$ cat src/rtl/mul_pkg.sv
// Shared types and elaboration helpers for the iterative multiplier.
package mul_pkg;

  typedef enum logic [1:0] {IDLE, CALC, FIX, DONE} state_e;

  function automatic int step_count(input int width, input int bpc);
    return width / bpc;
  endfunction

  function automatic bit params_legal(input int width, input int bpc);
    return (width >= 4) && ((width % 2) == 0) &&
           ((bpc == 1) || (bpc == 2) || (bpc == 4)) && ((width % bpc) == 0);
  endfunction

endpackage

$ cat src/rtl/mul_step.sv
// One radix-2^BPC iteration: adds |x| times a BPC-bit multiplier slice, shifted into place.
module mul_step
  import mul_pkg::*;
#(
  parameter int WIDTH = 32,
  parameter int BPC   = 2,
  parameter int SW    = $clog2(2 * WIDTH)
) (
  input  logic [WIDTH-1:0]   xmag,
  input  logic [BPC-1:0]     yslice,
  input  logic [SW-1:0]      shamt,
  input  logic [2*WIDTH-1:0] prod_in,
  output logic [2*WIDTH-1:0] prod_out
);

  logic [2*WIDTH-1:0] pp;

  assign pp       = {{WIDTH{1'b0}}, xmag} * {{(2*WIDTH-BPC){1'b0}}, yslice};
  assign prod_out = prod_in + (pp << shamt);

endmodule

$ cat src/rtl/mul_iter.sv
// Iterative signed/unsigned WIDTH x WIDTH multiplier with valid/ready handshakes and cancel.
// Optional feature: define MUL_EARLY_OUT_EN to finish as soon as the remaining multiplier is zero.
module mul_iter
  import mul_pkg::*;
#(
  parameter int WIDTH = 32,
  parameter int BPC   = 2
) (
  input  logic               mul_clk,
  input  logic               resetn,
  input  logic               in_valid,
  output logic               in_ready,
  input  logic               in_signed,
  input  logic [WIDTH-1:0]   x,
  input  logic [WIDTH-1:0]   y,
  input  logic               cancel,
  output logic               out_valid,
  input  logic               out_ready,
  output logic [2*WIDTH-1:0] result,
  output logic               busy
);

  localparam int N  = step_count(WIDTH, BPC);
  localparam int CW = $clog2(N + 1);
  localparam int SW = $clog2(2 * WIDTH);

  if (!params_legal(WIDTH, BPC)) begin : g_bad_params
    $error("mul_iter: illegal WIDTH/BPC combination");
  end

  function automatic logic [WIDTH-1:0] magnitude(input logic [WIDTH-1:0] v, input logic sgn);
    return (sgn && v[WIDTH-1]) ? -v : v;
  endfunction

  state_e             state_q;
  logic [CW-1:0]      cnt_q;
  logic [WIDTH-1:0]   xmag_q;
  logic [WIDTH-1:0]   yrem_q;
  logic [WIDTH-1:0]   yrem_d;
  logic               neg_q;
  logic [2*WIDTH-1:0] prod_q;
  logic [2*WIDTH-1:0] prod_d;
  logic [2*WIDTH-1:0] result_q;
  logic               out_valid_q;
  logic [SW-1:0]      shamt;
  logic               accept;
  logic               last_step;

  assign in_ready  = !cancel && ((state_q == IDLE) || ((state_q == DONE) && out_ready));
  assign accept    = in_valid && in_ready;
  assign busy      = (state_q != IDLE);
  assign out_valid = out_valid_q;
  assign result    = result_q;

  assign yrem_d = yrem_q >> BPC;
  assign shamt  = SW'((N - int'(cnt_q)) * BPC);

`ifdef MUL_EARLY_OUT_EN
  assign last_step = (cnt_q == CW'(1)) || (yrem_d == '0);
`else
  assign last_step = (cnt_q == CW'(1));
`endif

  mul_step #(
    .WIDTH (WIDTH),
    .BPC   (BPC),
    .SW    (SW)
  ) u_step (
    .xmag     (xmag_q),
    .yslice   (yrem_q[BPC-1:0]),
    .shamt    (shamt),
    .prod_in  (prod_q),
    .prod_out (prod_d)
  );

  // Control and registered outputs; cancel overrides every transition.
  always_ff @(posedge mul_clk or negedge resetn) begin
    if (!resetn) begin
      state_q     <= IDLE;
      cnt_q       <= '0;
      out_valid_q <= 1'b0;
      result_q    <= '0;
    end else if (cancel) begin
      state_q     <= IDLE;
      cnt_q       <= '0;
      out_valid_q <= 1'b0;
    end else begin
      case (state_q)
        IDLE: begin
          if (accept) begin
            state_q <= CALC;
            cnt_q   <= CW'(N);
          end
        end
        CALC: begin
          cnt_q <= cnt_q - CW'(1);
          if (last_step) state_q <= FIX;
        end
        FIX: begin
          result_q    <= neg_q ? -prod_q : prod_q;
          out_valid_q <= 1'b1;
          state_q     <= DONE;
        end
        DONE: begin
          if (out_ready) begin
            out_valid_q <= 1'b0;
            if (accept) begin
              state_q <= CALC;
              cnt_q   <= CW'(N);
            end else begin
              state_q <= IDLE;
            end
          end
        end
        default: state_q <= IDLE;
      endcase
    end
  end

  // Operand and accumulator registers need no reset: they are reloaded on every accept.
  always_ff @(posedge mul_clk) begin
    if (accept) begin
      xmag_q <= magnitude(x, in_signed);
      yrem_q <= magnitude(y, in_signed);
      neg_q  <= in_signed && (x[WIDTH-1] ^ y[WIDTH-1]);
      prod_q <= '0;
    end else if (state_q == CALC) begin
      prod_q <= prod_d;
      yrem_q <= yrem_d;
    end
  end

endmodule
$ cat config.mk
export PLATFORM = sky130hd
export DESIGN_NAME = mul_iter
export DESIGN_NICKNAME = d
export VERILOG_FILES = /design/src/rtl/mul_pkg.sv /design/src/rtl/mul_step.sv /design/src/rtl/mul_iter.sv
export SDC_FILE = /design/constraint.sdc
export NUM_CORES = 1
export LEC_CHECK = 0
export ABC_AREA = 1
export CORE_MARGIN = 3
export CORE_UTILIZATION = 56
export DETAILED_ROUTE_END_ITERATION = 10
export GPL_TIMING_DRIVEN = 1
export HOLD_SLACK_MARGIN = 0.05
export PLACE_DENSITY = 0.79
export SYNTH_ARGS = -nofsm -noshare
export SYNTH_HDL_FRONTEND = slang
export SYNTH_HIERARCHICAL = 1
export SYNTH_SLANG_ARGS = --single-unit
$ cat constraint.sdc
create_clock -name mul_clk -period 4.53 [get_ports mul_clk]
set_input_delay 0.906 -clock mul_clk [delete_from_list [all_inputs] [get_ports mul_clk]]
set_output_delay 0.906 -clock mul_clk [all_outputs]
set_load 0.05 [all_outputs]
==> out/results.ini, run 1 <==
[status]
outcome = finished with violations
violations = negative setup slack

[placement]
place_congestion = 1.03
dpl.cell_count = 4545
place_area_sq_um = 26000
preCtsSetupSlack_ps = -970
io_buffers = 136
dp_hpwl_um = 61100

[timing]
drv_slew = 0
setup_violations = 52
max-slew-margin-rel = 0.306
fmax_mhz = 181
post-route-min-period_ps = 5540
finalSetupTns_ps = -34940
tightest_slew_ps = 1030
fin_skew_ps = 21.4
timing.final.crit_share = 1.22
finalHoldViolCount = 0
grt_setup_unrepaired = true
worst_slack_ps = -1010

[clocking]
holdBufCountCts = 0
clk_latency_ps = 580
clkSinkCount = 201
cts_tree = yes
root_buffer = clkbuf_16
clk_pin_slew_worst_paths_ps = 70
cts_buffers = 23
clk_path_buf_depth = 3
htreeDepth = 1

[synthesis]
synth.top_cell.area_share = 0.207
synth_edf_count = 65
syn_inst = 3622
synth_area_leaders = nand2_1, inv_1, edfxtp_1
synth_area_per_cell_sq_um = 5.94
ys_warn_count = 6
synthArstFlopShare = 0.358
synth-compound-area-share = 0.123
synth_adder_area_share = 0.0618
synth_cell_types = 64
synth-simple-area-share = 0.404
synth_top_family_by_area = simple AND/OR/NAND/NOR gates
synthXorXnorAreaFrac = 0.0557
synth.area.mux_share = 0.00233
ys_ff_latch = 201
ys.flop_type = dfrtp_1
yosys.area.top_type = nand2_1
syn_area_sq_um = 21500
seq_area_frac_synth = 0.234

[global_route]
antenna_found_initial = 3
grt_pass1_wl_um = 131000
grt_overflow = 0
grt_start_max_net_pins = 97
grt_util_all_layers = 0.397
grt_pass1_vias = 25100

[final_layout]
fin_cells = 4681
seqCellArea_sq_um = 5030
stdcell_area_sq_um = 31700
multi_input_area_sq_um = 17900
drive_gt1_frac = 0.315
antenna_cells = 0
fillerInstances = 2333
area_growth_pct = 47.5
final_nets = 4328

[critical_path]
crit_path_frequent_cell = nand2_1
crit_fanout = 10
cp.arrival_ps = 6050
slowest_delay_ps = 450
crit_required_ps = 5040
cp-end-kind = flip-flop
critical_path.slowest_cell = edfxtp_1
critPathLaunchType = flip-flop
crit_type = flip-flop to flip-flop

[floorplanning]
start_util = 0.570
die_w_um = 202
core_sq_um = 37800
io_pins = 137
die_area_sq_um = 40800
die_h_um = 202
rows = 71

[route]
detail_route.wl_per_cell_um = 20.1
via_count = 27900
ant_nets = 0
first_iter_violations = 3677
firstDrtPassIters = 8
via_per_inst = 5.95
drt_wl_total_um = 93900
drc = 0

[flow_run]
cap_violations = 0

[worst_hold_path]
hp-class = input pin to asynchronous set/reset pin

==> flip-flops by register name, indices dropped and copies added (netlist names) <==
name	cells
neg_q	1
yrem_q	32
result	64
xmag_q	32
prod_q	64
state_q	2
out_valid	1
cnt_q	5
==> cell usage in the layout (no fill, tap or decap), types with 23 or more instances in the layout <==
cell type           n
nand2_1          1010
o21ai_2            44
xnor2_1            29
o21ai_1            60
nor2_1            266
nand3_1           262
nor2_2             60
a21oi_2            58
inv_1             470
nand4_1            29
edfxtp_1           65
clkbuf_16          23
inv_2              59
buf_4             425
a21oi_1            56
dfxtp_1            64
ha_1               32
nand3_2            94
nor2_4             53
nand2_2           164
ha_4               70
clkdlybuf4s50_1   135
xor2_1             82
dfrtp_1            72
nand2_4            41
buf_6              44
o21ai_0           126
==> synth_stat cells (all sizes together) (9+ instances only) <==
| library cell | count |
|---|---|
| a21o | 9 |
| nor2 | 380 |
| ha | 103 |
| inv | 534 |
| nand2 | 1215 |
| a21oi | 131 |
| edfxtp | 65 |
| clkbuf | 40 |
| o21ai | 248 |
| or2 | 13 |
| dfxtp | 64 |
| dfrtp | 72 |
| buf | 70 |
| xnor2 | 39 |
| o211ai | 9 |
| nand3 | 375 |
| a31oi | 34 |
| xor2 | 97 |
| nor3 | 33 |
| nand4 | 29 |
==> kinds of logic (layout without fill, tap and decap cells) <==
group / Yosys count / after routing
mux: 5 / 5
buf+inv: 648 / 1195
simple gates: 2062 / 2062
fa+ha+maj: 105 / 105
xor+xnor: 136 / 136
other cells: 1 / 2
flops: 201 / 201
compound gates: 464 / 464
==> stage by stage <==
stage	utilization	hold slack, ps
detailed placement	0.689	470
global route	0.840	462
global placement	0.689	462
finish	0.840	389
CTS	0.781	417
floorplan	-	459
==> cell type report <==
cell class / instances / share of cell area
clock buffer: 34 / 0.0211
clock inverter: 8 / 0.00430
sequential: 201 / 0.159
multi-input combinational: 2774 / 0.566
timing repair buffer: 615 / 0.166
inverter: 538 / 0.0640
tap: 511 / 0.0201
==> timing repair <==
| action | 4_1_cts | 5_1_grt |
|---|---|---|
| setup endpoints to repair | 55 | 55 |
| gates cloned | 2 | 0 |
| pin swaps | 152 | 182 |
| gates resized for setup | 493 | 475 |
| buffers inserted | 50 | 44 |
==> layer usage <==
layer | up-vias | track usage | part of all wire
li1 | 12600 | - | -
met3 | 607 | 0.0887 | 0.12
met1 | 12700 | 0.500 | 0.36
met4 | 6 | 0.185 | 0.078
met5 | - | 0 | 0.00044
met2 | 1940 | 0.651 | 0.44
==> critical path: cells and delay by family (launching register included) <==
kind                     cells  cell delay (ps)
AND/OR/NAND/NOR             18             2080
AO/OA/AOI/OAI                7             1520
buffers and inverters        5              660
adder cells (fa/ha/maj)      2              570
XOR/XNOR                     1              150
flip-flops                   1              450
==> path summary, 6_finish.rpt <==
| check | cells after the start | end | startpoint | slack, ps |
|---|---|---|---|---|
| hold reg to reg | 2 | result[49] | result[49] | 480 |
| hold / removal | 1 | result[8] | resetn | 390 |
| max in group asynchronous | 2 | state_q[1] | resetn | 3330 |
| setup reg to reg | 33 | prod_q[62] | yrem_q[0] | -1010 |
| setup / recovery | 33 | prod_q[62] | yrem_q[0] | -1010 |
| min in group mul_clk | 2 | result[49] | result[49] | 480 |
Power of run 1 is left out: the tool's default activity adds up to more than one toggle a clock period on the data nets, which glitch-free logic cannot reach.
==> run 2, diff against run 1 <==
Settings changed: CORE_UTILIZATION 56 to 62, PLACE_DENSITY 0.79 to 0.83.
Clock period 4.53 ns to 6.35 ns, I/O delays scaled along.
==> run 2 against run 1 <==
Net effect:
- the run now ends clean
- clock skew down 3.5 ps
- flip-flop and latch count unchanged
- non-clock buffer count is 449 lower
- critical path type unchanged
==> out/results.ini, run 2 (synthesis results as in run 1) <==
[route]
via_count = 24400  ; -12%
detail_route.wl_per_cell_um = 17.7  ; -12%
first_iter_violations = 2873  ; -22%
drc = 0  ; unchanged
drt_wl_total_um = 73900  ; -21%
ant_nets = 0  ; unchanged
via_per_inst = 5.85  ; -1.7%
firstDrtPassIters = 9  ; +1

[clocking]
clk_pin_slew_worst_paths_ps = 60  ; about the same
holdBufCountCts = 0  ; unchanged
clkSinkCount = 201  ; unchanged
clk_path_buf_depth = 3  ; unchanged
cts_tree = yes
clk_latency_ps = 560  ; -20 ps
root_buffer = clkbuf_16
htreeDepth = 1  ; unchanged
cts_buffers = 23  ; unchanged

[critical_path]
critPathLaunchType = flip-flop
crit_type = flip-flop to flip-flop
crit_buf_inv = 4  ; -1
critical_path.slowest_cell = edfxtp_1
crit_start = yrem_q[1]
slowest_delay_ps = 560  ; +110 ps
reg2reg_depth = 31  ; -6.1%
crit_path_frequent_cell = nand2_1
crit_fanout = 17  ; +7
reg2reg_to = prod_q[61]
crit_required_ps = 6790  ; +1750 ps
cp.arrival_ps = 6460  ; +410 ps
cp-end-kind = flip-flop
r2r_slack_ps = 330  ; +1340 ps
cp_top_family = simple AND/OR/NAND/NOR gates
r2r-start = yrem_q[1]

[floorplanning]
core_sq_um = 33900  ; -10%
start_util = 0.635  ; +0.0654
die_w_um = 192  ; -4.8%
die_h_um = 192  ; -4.8%
io_pins = 137  ; unchanged
rows = 67  ; -5.6%
die_area_sq_um = 37000  ; -9.4%

[timing]
setup_violations = 0  ; -100%
holdWs_ps = 475  ; +85.2 ps
fin_skew_ps = 18.0  ; -3.48 ps
post-route-min-period_ps = 6020  ; +484 ps
timing.final.crit_share = 0.948  ; -0.274
drv_slew = 0  ; unchanged
fmax_mhz = 166  ; -8.0%
max-slew-margin-rel = 0.275  ; -0.0302
finalHoldViolCount = 0  ; unchanged
tightest_slew_ps = 1090  ; +56.2 ps
worst_slack_ps = 327  ; +1340 ps

[final_layout]
stdcell_area_sq_um = 24000  ; -24%
area_growth_pct = 11.6
final_cell_mix = nand2_1, inv_1, nand3_1
multi_input_area_sq_um = 14000  ; -22%
drive_gt1_frac = 0.0513  ; -0.264
utilization = 0.709  ; -0.132
final_nets = 3879  ; -10%
seqCellArea_sq_um = 5030  ; unchanged
antenna_cells = 0  ; unchanged
final_common_cell = nand2_1
fillerInstances = 2920  ; +25%

[flow_run]
cap_violations = 0  ; unchanged

[worst_hold_path]
worstHoldEndpoint = result[26]
hold_path_depth = 2
hold_start = result[26]
hp-class = flip-flop to flip-flop

[placement]
place_area_sq_um = 23100  ; -11%
io_buffers = 136  ; unchanged
preCtsSetupSlack_ps = 489  ; +1460 ps
place_congestion = 1.08  ; +4.3%
dp_hpwl_um = 57900  ; -5.2%

[global_route]
grt_pass1_wl_um = 116000  ; -11%
antenna_found_initial = 1  ; -2
grt_start_max_net_pins = 85  ; -12%
grt_overflow = 0  ; unchanged
grt_util_all_layers = 0.392  ; -0.00505
grt_pass1_vias = 22600  ; -10%

[status]
outcome = complete, no violations

## run 2: cell types whose count changed in the layout (fill, tap and decap cells not counted), sizes merged
cell    previous run  this run
buf              479        31
bufbuf             1         0
bufinv             3         1
clkbuf            34        38
clkinv             8         4
inv              535       537
## run 2: how the worst max path moves through the flow
stage	end	slack (ps)	depth (start not counted)
floorplan	prod_q[59]	1680	41
global placement	prod_q[57]	630	33
detailed placement	prod_q[57]	490	39
CTS	prod_q[57]	460	39
global route	prod_q[56]	-6	38
finish	prod_q[61]	330	31
## run 2: layout make-up
| cell class | instances | area share |
|---|---|---|
| multi-input cells | 2774 | 0.583 |
| flip-flops and latches | 201 | 0.210 |
| inverters | 538 | 0.0842 |
| repair buffers | 166 | 0.0660 |
| clock buffers | 38 | 0.0310 |
| well taps | 448 | 0.0234 |
| clock inverters | 4 | 0.00266 |
## run 2: stage by stage
stage,setup TNS (ps),instances
after global routing,-6.39,4169
after detailed placement,0,4120
after floorplan,0,3623
after global placement,0,4120
after CTS,0,4162
final,0,4169
## run 2: what timing repair did
| action | CTS | global route |
|---|---|---|
| gates resized for setup | 0 | 2 |
| endpoints found under the setup margin | 0 | 7 |
| buffers inserted | 0 | 7 |
## run 2: metal layers
layer  vias up  GRT usage  wire length, um
li1      11700          -                -
met1     11000      0.478            28600
met2      1375      0.643            32800
met3       310     0.0888             7640
met4         0      0.216             4840
met5         -          0                0
## run 2: worst reg2reg max path: cells and delay by family, from the launching register on
kind | cells | cell delay (ps)
AOI/OAI and AO/OA | 9 | 1900
xor gates and xnor gates | 1 | 190
adders and majority gates | 2 | 750
buffers and inverters | 4 | 520
DFF | 1 | 560
and+or+nand+nor | 15 | 2030
Power of run 2 is left out for the same reason.
